===== src/rtl/fetch_sequencer_19bit.sv =====
// Fetch/execute sequencer for the 19-bit CPU: drives PC/AR/IR strobes,
// bus select and the memory read handshake, and counts retired instructions.
module fetch_sequencer_19bit #(
    parameter int MEM_TIMEOUT = 16
) (
    input  logic        CLK,
    input  logic        RST,
    input  logic        START,
    input  logic        HALT_REQ,
    input  logic        MEM_ACK,
    input  logic        EXEC_DONE,
    input  logic        BRANCH,
    output logic        PC_LOAD,
    output logic        PC_INC,
    output logic        PC_CLR,
    output logic        AR_LOAD,
    output logic        IR_LOAD,
    output logic        MEM_RD,
    output logic [1:0]  BUS_SEL,
    output logic        EXEC_EN,
    output logic        FAULT,
    output logic [2:0]  STATE,
    output logic [18:0] INSTR_CNT
);

    typedef enum logic [2:0] {
        IDLE      = 3'd0,
        CLEAR     = 3'd1,
        FETCH_AR  = 3'd2,
        FETCH_MEM = 3'd3,
        DECODE    = 3'd4,
        EXEC      = 3'd5,
        HALTED    = 3'd6
    } state_t;

    localparam logic [31:0] TO_LAST = 32'(MEM_TIMEOUT) - 32'd1;

    state_t      state;
    logic [31:0] wait_cnt;
    logic [18:0] instr_cnt;
    logic        timeout_hit;

    assign timeout_hit = (MEM_TIMEOUT != 0) && (wait_cnt == TO_LAST);
    assign STATE       = state;
    assign INSTR_CNT   = instr_cnt;

    always_ff @(posedge CLK or posedge RST) begin
        if (RST) begin
            state     <= IDLE;
            wait_cnt  <= 32'd0;
            FAULT     <= 1'b0;
            instr_cnt <= 19'd0;
        end else begin
            case (state)
                IDLE: begin
                    if (START) state <= CLEAR;
                end
                CLEAR: begin
                    state <= FETCH_AR;
                end
                FETCH_AR: begin
                    wait_cnt <= 32'd0;
                    state    <= FETCH_MEM;
                end
                FETCH_MEM: begin
                    // An ack arriving in the last allowed cycle beats the timeout
                    if (MEM_ACK) begin
                        state <= DECODE;
                    end else if (timeout_hit) begin
                        FAULT <= 1'b1;
                        state <= HALTED;
                    end else begin
                        wait_cnt <= wait_cnt + 32'd1;
                    end
                end
                DECODE: begin
                    state <= EXEC;
                end
                EXEC: begin
                    if (EXEC_DONE) begin
                        instr_cnt <= instr_cnt + 19'd1;
                        state     <= HALT_REQ ? HALTED : FETCH_AR;
                    end
                end
                HALTED: begin
                    if (START) begin
                        FAULT <= 1'b0;
                        state <= FETCH_AR;
                    end
                end
                default: begin
                    state <= IDLE;
                end
            endcase
        end
    end

    // Strobes decode from the async-reset state, so they drop with RST at once
    always_comb begin
        PC_LOAD = 1'b0;
        PC_INC  = 1'b0;
        PC_CLR  = 1'b0;
        AR_LOAD = 1'b0;
        IR_LOAD = 1'b0;
        MEM_RD  = 1'b0;
        BUS_SEL = 2'b00;
        EXEC_EN = 1'b0;
        case (state)
            CLEAR: begin
                PC_CLR = 1'b1;
            end
            FETCH_AR: begin
                AR_LOAD = 1'b1;
                BUS_SEL = 2'b01;
            end
            FETCH_MEM: begin
                MEM_RD  = 1'b1;
                BUS_SEL = 2'b10;
                IR_LOAD = MEM_ACK;
                PC_INC  = MEM_ACK;
            end
            EXEC: begin
                EXEC_EN = 1'b1;
                if (EXEC_DONE && BRANCH) begin
                    PC_LOAD = 1'b1;
                    BUS_SEL = 2'b11;
                end
            end
            default: begin
            end
        endcase
    end

endmodule


===== config.mk =====
export PLATFORM = sky130hd
export DESIGN_NAME = fetch_sequencer_19bit
export DESIGN_NICKNAME = d
export VERILOG_FILES = /design/src/rtl/fetch_sequencer_19bit.sv
export SDC_FILE = /design/constraint.sdc
export NUM_CORES = 1
export LEC_CHECK = 0
export CAP_MARGIN = 20
export CORE_MARGIN = 3
export CORE_UTILIZATION = 49
export DETAILED_ROUTE_END_ITERATION = 16
export PLACE_DENSITY = 0.82
export SLEW_MARGIN = 10
export SYNTH_ARGS = -nofsm -noshare
export SYNTH_HDL_FRONTEND = slang
export SYNTH_SLANG_ARGS = --single-unit

===== constraint.sdc =====
create_clock -name CLK -period 1.6 [get_ports CLK]
set_input_delay 0.32 -clock CLK [delete_from_list [all_inputs] [get_ports CLK]]
set_output_delay 0.32 -clock CLK [all_outputs]
set_load 0.005 [all_outputs]

==> results.txt, run 1 <==
----------------------------------------------------
[Power and ir drop]
  Worst VDD drop ... 1.254 mV
  Sw power ... about 2000 uW
  Part of the total power dissipated in the clock network ... 22.0%
  Reported leakage power ... between 0.002 and 0.0025 uW
  Sequential power share ... a little under a third
  Cell internal pwr ... around 3300 uW
  Power Density ... 1093 nW/um2
  Share of power burned in combinational logic ... between 40% and 50%
  Switching portion of total power ... 37.15%

[Global route]
  Maximum number of pins on one net before global-route repair ... 31
  Final global-route overflow total ... 0
  Number of antenna violations at the first check in global routing ... 0
  Global-route wire length before repair ... 17060 um
  GRT Total Usage ... between 30% and 40%
  Vias in the first global route ... around 3300

[Critical path]
  Worst path cell trace ... ha_2 -> nand3_2 -> nand4b_1 -> buf_4 -> o21ai_4 -> buf_6 -> o21ai_1 -> a21oi_1
  Critical path origin ... wait_cnt[0]
  Buffers plus inverters on the worst setup path ... 2
  Cell with the largest stage delay on the worst path ... sky130_fd_sc_hd__dfrtp_1
  Critical path's top delay family ... compound AO/OA/AOI/OAI gates
  Data required time of the critical path ... roughly 1900 ps
  Logic depth of the worst path, buffers included ... 8
  Worst-path fanout max ... 7
  Arrival time worst endpoint ... between 2000 and 2500 ps
  Startpoint type of the worst setup path ... flop
  Startpoint of the lowest-slack register-to-register path ... wait_cnt[0]
  Crit path capture ... wait_cnt[4]
  Minimum setup slack among reg-to-reg paths ... -560 ps
  Type of the worst setup path ... reg2reg
  Number of cells on the worst reg-to-reg path ... 8
  Endpoint of the lowest-slack register-to-register path ... wait_cnt[4]
  Crit. End Element ... flop
  Worst path max stage delay ... 450 ps

[Timing]
  Number of failing hold endpoints at the final stage ... 0
  Timing-limited maximum frequency ... around 460 MHz
  Final-report setup violation count ... 66
  Transition at the pin with the smallest max-transition slack ... 485.3 ps
  Largest clock skew in the final design ... roughly 26 ps
  Final WS setup ... -564.1 ps
  Max-slew headroom ... approximately two thirds
  Max Transition Viols Final ... 0
  RSZ-0062 raised after global routing ... yes
  Min Tclk post-route ... approximately 2200 ps
  Part of the cycle the worst path needs ... 135.3%

[Detailed routing]
  Average via count per standard cell ... about 7.2
  Routed WL ... ~15000 um
  Number of DRC markers in iteration 0 ... around 650
  Vias after detailed routing ... 3613
  DRC violation count after routing ... 0
  First-pass iteration count of the detailed router ... 6
  Post-route ant nets ... 0
  Routed len/inst ... 29.46 um

[Synth]
  Summed instance area of the synthesized netlist ... about 2800 um2
  Syn avg cell area ... between 10 and 15 um2
  Synth cell count leaders ... sky130_fd_sc_hd__dfrtp_1 (55), sky130_fd_sc_hd__nand2_1 (33), sky130_fd_sc_hd__nor2_1 (22), sky130_fd_sc_hd__nand3_1 (20)
  Post-synthesis sequential area ratio ... 48.33%
  Total number of yosys warnings ... 0
  Most used standard cell by instance count after synthesis ... sky130_fd_sc_hd__dfrtp_1
  Number of distinct library cells after synthesis ... 45
  Dominant cells by area after synthesis ... sky130_fd_sc_hd__dfrtp_1 (48%), sky130_fd_sc_hd__xnor2_1 (4.6%), sky130_fd_sc_hd__xor2_1 (4.6%), sky130_fd_sc_hd__nand2_1 (4.3%), sky130_fd_sc_hd__nand3_1 (3.5%)
  Synth Flop Type ... sky130_fd_sc_hd__dfrtp_1
  Post-synthesis net count ... about 300
  Register bit count reported by yosys ... 55
  Number of enable flip-flop cells after synthesis ... 0
  Cell accounting for the most synthesized area ... sky130_fd_sc_hd__dfrtp_1
  Area share of the largest cell type after synthesis ... between 40% and 50%
  Share of flip-flops with an asynchronous set or reset ... 100.0%
  Syn Inst Count ... roughly 280

[Final layout]
  Share of layout cells above drive strength 1 ... 53.58%
  Final std cells w/o fill ... slightly above 500
  Area growth from synthesis to final layout ... 70.91%
  Final core occ ... a little under 90%
  Number of antenna diodes ... 0
  Number of nets in the final layout ... 441
  Fill cell total of the finished layout ... about 210

[Place]
  RD Place Congestion ... around 0.86
  Port Buf Inserts ... 38
  Placed insts ... ~450
  HPWL reported at the end of detailed placement ... between 5000 and 6000 um

[Clock tree]
  Clock transition at the register clock pins on the worst setup and hold paths after CTS ... approximately 130 ps
  CTS tree ... done
  Clock Tree Buf Depth ... 2
  CTS root buf ... sky130_fd_sc_hd__clkbuf_8
  CTS Buf Count ... 5
  Later-pin clock latency in the skew report ... around 340 ps
  H-tree level count ... 2
  Total number of clock tree sinks ... 55

[Floorplanning]
  Die Span Y ... a little over 80 um
  Area inside the core boundary ... ~5600 um2
  Die extent in x ... ~82 um
  Area of the die ... ~6800 um2
  Count of boundary I/O pins ... 39
  Number of rows created at floorplan ... 27
  Initial core utilization ... between 50% and 60%

[Run status]
  Result of the run ... finished, violations left
  Violated checks ... negative setup slack

[Worst hold path]
  Min-delay worst type ... in2async

[Run]
  Max capacitance violation total ... 0

----------------------------------------------------
==> per-stage QoR <==
| stage | setup WS, ps | power, uW | hold slack (ps) | cell area [um2] | setup TNS, ps |
|---|---|---|---|---|---|
| after floorplan | -60.01 | 2254 | 394.1 | 2898 | -408.0 |
| after global placement | -380.4 | 2907 | 459.8 | 3795 | -13530 |
| after detailed placement | -424.6 | 2962 | 484.7 | 3795 | -16320 |
| after CTS | -215.4 | 4564 | 455.1 | 4403 | -5654 |
| after global routing | -573.0 | 5403 | 443.6 | 4867 | -19440 |
| final | -564.1 | 5321 | 427.7 | 4867 | -17830 |
==> cell usage in the layout (no fill, tap or decap), types with 4 or more instances in the layout <==
master / netlist / final
sky130_fd_sc_hd__or4_4: 0 / 4
sky130_fd_sc_hd__buf_6: 2 / 31
sky130_fd_sc_hd__buf_4: 2 / 89
sky130_fd_sc_hd__xnor2_2: 0 / 8
sky130_fd_sc_hd__dfrtp_1: 55 / 46
sky130_fd_sc_hd__o21ai_2: 1 / 4
sky130_fd_sc_hd__clkbuf_8: 0 / 5
sky130_fd_sc_hd__o31ai_1: 11 / 9
sky130_fd_sc_hd__dfrtp_2: 0 / 9
sky130_fd_sc_hd__nand3_2: 2 / 9
sky130_fd_sc_hd__dlymetal6s2s_1: 0 / 7
sky130_fd_sc_hd__nand3_4: 0 / 5
sky130_fd_sc_hd__nand4_1: 14 / 14
sky130_fd_sc_hd__clkdlybuf4s50_1: 0 / 17
sky130_fd_sc_hd__a21oi_2: 0 / 4
sky130_fd_sc_hd__xor2_1: 15 / 13
sky130_fd_sc_hd__nand2_2: 0 / 9
sky130_fd_sc_hd__nand2_4: 0 / 5
sky130_fd_sc_hd__nand2_1: 33 / 19
sky130_fd_sc_hd__dlygate4sd2_1: 0 / 4
sky130_fd_sc_hd__xnor2_1: 15 / 7
sky130_fd_sc_hd__nand3_1: 20 / 8
sky130_fd_sc_hd__nor2_4: 0 / 5
sky130_fd_sc_hd__nor2_1: 22 / 16
sky130_fd_sc_hd__o211ai_1: 9 / 9
sky130_fd_sc_hd__and3_1: 8 / 5
==> power groups by stage <==
| stage | registers, uW | logic (uW) | clock network, uW |
|---|---|---|---|
| finish | 1620 | 2530 | 1170 |
| global placement | 1630 | 1280 | 0 |
| global route | 1620 | 2570 | 1210 |
| detailed placement | 1630 | 1340 | 0 |
| floorplan | 1610 | 639 | 0 |
| CTS | 1590 | 1880 | 1090 |
==> state kept, by name, indices dropped and copies added, names as in the netlist <==
register	flops
wait_cnt	32
STATE	3
FAULT	1
INSTR_CNT	19
==> final cells by class <==
class	instances	area, um2	share of cell area [%]
sequential	55	1388	28.51
tap	72	90.09	1.851
timing repair buffer	152	1340	27.53
inverter	7	32.53	0.6684
clock buffer	6	72.57	1.491
clock inverter	2	60.06	1.234
multi-input combinational	211	1884	38.71
==> layer usage <==
layer / track usage, % / vias up / part of all wire (%)
met5: 0 / - / 0
met4: 20.43 / 0 / 10
met3: 5.206 / 177 / 11
met2: 59.05 / 412 / 46
met1: 40.64 / 1695 / 33
li1: - / 1329 / -
==> tightest hold or removal path: cells and delay by family <==
family	cells	cell delay [ps]
buffers and inverters	3	870
==> logic make-up (layout without fill, tap and decap cells) <==
group,Yosys count,in the layout,share of synthesized area (%)
compound gates,41,42,9.666
xor+xnor,30,30,9.227
fa+ha+maj,2,2,0.8786
buf+inv,18,167,3.339
flops,55,55,48.33
mux,4,4,1.450
simple gates,133,133,27.11
==> how the worst min path moves through the flow <==
stage                    end  depth (start not counted)
6_report         wait_cnt[5]                          3
5_1_grt         wait_cnt[24]                          3
4_1_cts          wait_cnt[5]                          3
3_5_place_dp           FAULT                          1
3_3_place_gp   INSTR_CNT[18]                          1
2_1_floorplan          FAULT                          1
==> repair_timing <==
action / 4_1_cts / 5_1_grt
pin swaps: 38 / 38
cloned: 2 / 0
resized for setup: 110 / 90
setup buffers: 30 / 22
endpoints found under the setup margin: 61 / 72
hold buffers: 0 / 0
Power figures use the tool's default switching activity.
==> run 2, diff against run 1 <==
--- a/config.mk
+++ b/config.mk
@@ -10,6 +10,7 @@
 export CORE_UTILIZATION = 49
 export DETAILED_ROUTE_END_ITERATION = 16
 export PLACE_DENSITY = 0.82
+export REMOVE_ABC_BUFFERS = 1
 export SLEW_MARGIN = 10
 export SYNTH_ARGS = -nofsm -noshare
 export SYNTH_HDL_FRONTEND = slang
==> run 2 against run 1 <==
Net effect:
- clock skew is 11 ps lower
- sequential power hardly changed
- register-to-register slack better by 20 ps
- sequential cell count stayed put
- die area stayed put
- highest routed layer unchanged
- critical endpoint is now wait_cnt[5]
- first-iteration DRC count is 34% lower
- the flow still finishes with violations (negative setup slack)
- via count is 4.7% lower
- clock-buffer cell count stayed put
- non-clock buffer count is 10 lower
- fmax is 0.82% higher
==> results.txt, run 2 (same netlist as run 1, synthesis figures left out) <==
----------------------------------------------------
[Final layout]
  Fill cell total of the finished layout ... 244 (+16%)
  Register with the most flip-flops ... wait_cnt
  Share of layout cells above drive strength 1 ... 49.88% (-3.7 points)
  Number of nets in the final layout ... 431 (-2.3%)
  Most used cells in the layout excluding fill and tap cells ... sky130_fd_sc_hd__buf_4 (83), sky130_fd_sc_hd__dfrtp_1 (46), sky130_fd_sc_hd__buf_6 (26), sky130_fd_sc_hd__nand2_1 (22), sky130_fd_sc_hd__clkdlybuf4s50_1 (22)
  Largest register FFs ... 32 (unchanged)
  Number of antenna diodes ... 0 (unchanged)
  Area growth from synthesis to final layout ... 63.40%
  Most common library cell in the layout ignoring fill and taps ... sky130_fd_sc_hd__buf_4
  Final core occ ... 83.48% (-3.8 points)

[Detailed routing]
  Routed WL ... 13650 um (-8.2%)
  Post-route ant nets ... 0 (unchanged)
  DRC violation count after routing ... 0 (unchanged)
  Routed len/inst ... 27.58 um (-6.4%)
  Vias after detailed routing ... 3442 (-4.7%)
  First-pass iteration count of the detailed router ... 6 (unchanged)
  Average via count per standard cell ... 6.954 (-2.8%)
  Number of DRC markers in iteration 0 ... 425 (-34%)

[Critical path]
  Startpoint of the lowest-slack register-to-register path ... wait_cnt[10]
  Worst path cell trace ... nor4_1 -> nand4_1 -> o21ai_4 -> buf_6 -> o31ai_1 -> a21oi_1
  Arrival time worst endpoint ... 2390 ps (-30 ps)
  Worst-path fanout max ... 5 (-2)
  Worst path max stage delay ... 470 ps (+20 ps)
  Buffers plus inverters on the worst setup path ... 1 (-1)
  Data required time of the critical path ... 1840 ps (about the same)
  Type of the worst setup path ... reg2reg
  Critical path's top delay family ... simple AND/OR/NAND/NOR gates
  Cell with the largest stage delay on the worst path ... sky130_fd_sc_hd__nor4_1
  Critical path origin ... wait_cnt[10]
  Crit. End Element ... flop
  Startpoint type of the worst setup path ... flop

[Power and ir drop]
  Part of the total power dissipated in the clock network ... 21.7% (-0.3 points)
  Total Power ... 4699 uW (-12%)
  Cell internal pwr ... 2975 uW (-11%)
  Sw power ... 1725 uW (-13%)
  Power Density ... 1010 nW/um2 (-7.6%)
  Worst VDD drop ... 0.9889 mV (-21%)
  Reported leakage power ... 0.002199 uW (-10%)
  Switching portion of total power ... 36.70% (-0.45 points)
  Share of power burned in combinational logic ... 43.4% (-4.1 points)
  Sequential power share ... 34.9% (+4.4 points)

[Global route]
  Number of antenna violations at the first check in global routing ... 0 (unchanged)
  Maximum number of pins on one net before global-route repair ... 46 (+48%)
  Final global-route overflow total ... 0 (unchanged)
  GRT Total Usage ... 29.25% (-5.2 points)
  Global-route wire length before repair ... 14830 um (-13%)
  Vias in the first global route ... 2918 (-11%)

[Timing]
  Part of the cycle the worst path needs ... 134.2% (-1.1 points)
  Final-report setup violation count ... 61 (-7.6%)
  Timing-limited maximum frequency ... 465.9 MHz (+0.82%)
  Number of failing hold endpoints at the final stage ... 0 (unchanged)
  Transition at the pin with the smallest max-transition slack ... 463.7 ps (-21.60 ps)
  Max Transition Viols Final ... 0 (unchanged)
  Max-slew headroom ... 68.80% (+1.5 points)
  Largest clock skew in the final design ... 14.89 ps (-11.35 ps)
  RSZ-0062 raised after global routing ... yes
  Final WS setup ... -546.5 ps (+17.67 ps)
  Min Tclk post-route ... 2146 ps (-17.67 ps)

[Worst hold path]
  Min-delay worst type ... in2async

[Clock tree]
  Later-pin clock latency in the skew report ... 330 ps (about the same)
  Clock transition at the register clock pins on the worst setup and hold paths after CTS ... 110 ps (-20 ps)
  CTS root buf ... sky130_fd_sc_hd__clkbuf_8
  Clock Tree Buf Depth ... 2 (unchanged)
  CTS Buf Count ... 5 (unchanged)
  Total number of clock tree sinks ... 55 (unchanged)
  CTS tree ... done
  H-tree level count ... 2 (unchanged)

[Place]
  RD Place Congestion ... 0.8182 (-5.0%)
  HPWL reported at the end of detailed placement ... 5282 um (-3.6%)
  Port Buf Inserts ... 38 (unchanged)

[Run]
  Max capacitance violation total ... 0 (unchanged)

[Run status]
  Violated checks ... negative setup slack
  Result of the run ... finished, violations left

[Floorplanning]
  Area inside the core boundary ... 5574 um2 (unchanged)
  Area of the die ... 6763 um2 (unchanged)
  Initial core utilization ... 51.09% (unchanged)
  Die Span Y ... 82.24 um (unchanged)
  Number of rows created at floorplan ... 27 (unchanged)
  Count of boundary I/O pins ... 39 (unchanged)
  Die extent in x ... 82.24 um (unchanged)

----------------------------------------------------
## run 2: cell types whose count changed in the layout (fill, tap and decap cells not counted), sizes merged
cell | previous run | this run
dlygate4sd2 | 4 | 5
clkinv | 0 | 1
inv | 6 | 7
bufinv | 2 | 1
clkinvlp | 1 | 0
clkdlybuf4s50 | 17 | 22
buf | 123 | 113
dlymetal6s2s | 7 | 1
## run 2: timing repair
action	CTS	global route
setup endpoints to repair	56	64
pin swaps	45	39
setup buffers	20	28
cloned	0	2
gates resized for setup	108	68
hold buffers	0	0
## run 2: area by class of cell
cell class	instances	area, um2	area share [%]
flip-flops and latches	55	1388	29.82
clock buffers	6	82.58	1.775
well taps	72	90.09	1.936
clock inverters	2	35.03	0.7529
repair buffers	142	1232	26.49
inverters	7	31.28	0.6722
multi-input cells	211	1794	38.56
## run 2: stage by stage
step                      area, um2  hold slack, ps  instances  TNS [ps]  setup slack, ps
after floorplan                2779           467.0        272     -7391           -382.2
after global placement         3720           462.2        443    -13350           -422.3
after detailed placement       3720           470.8        443    -16390           -512.3
after CTS                      4204           250.6        469     -3614           -165.5
after global routing           4653           315.9        495    -18430           -619.1
final                          4653           307.1        495    -14870           -546.5
## run 2: worst paths after layout
kind / end / slack, ps / cells after the start
max in group asynchronous: wait_cnt[6] / 710 / 3
worst max register to register: wait_cnt[5] / -550 / 6
worst min-delay path: INSTR_CNT[10] / 310 / 2
min in group CLK: INSTR_CNT[18] / 480 / 1
worst max-delay path: wait_cnt[5] / -550 / 6
worst min register to register: INSTR_CNT[18] / 480 / 1
## run 2: power by group through the flow
stage          combinational (uW)  clock [uW]  sequential [uW]
2_1_floorplan                 444           0             1660
3_3_place_gp                 1210           0             1620
3_5_place_dp                 1250           0             1630
4_1_cts                      1500         974             1620
5_1_grt                      2090        1050             1650
6_report                     2040        1020             1640
## run 2: per-layer routing
metal / vias to the layer above / track usage, % / part of all wire [%]
met3: 142 / 4.772 / 11
met1: 1659 / 34.92 / 33
met2: 335 / 50.80 / 47
met5: - / 0 / 0
li1: 1306 / - / -
met4: 0 / 14.45 / 9.9
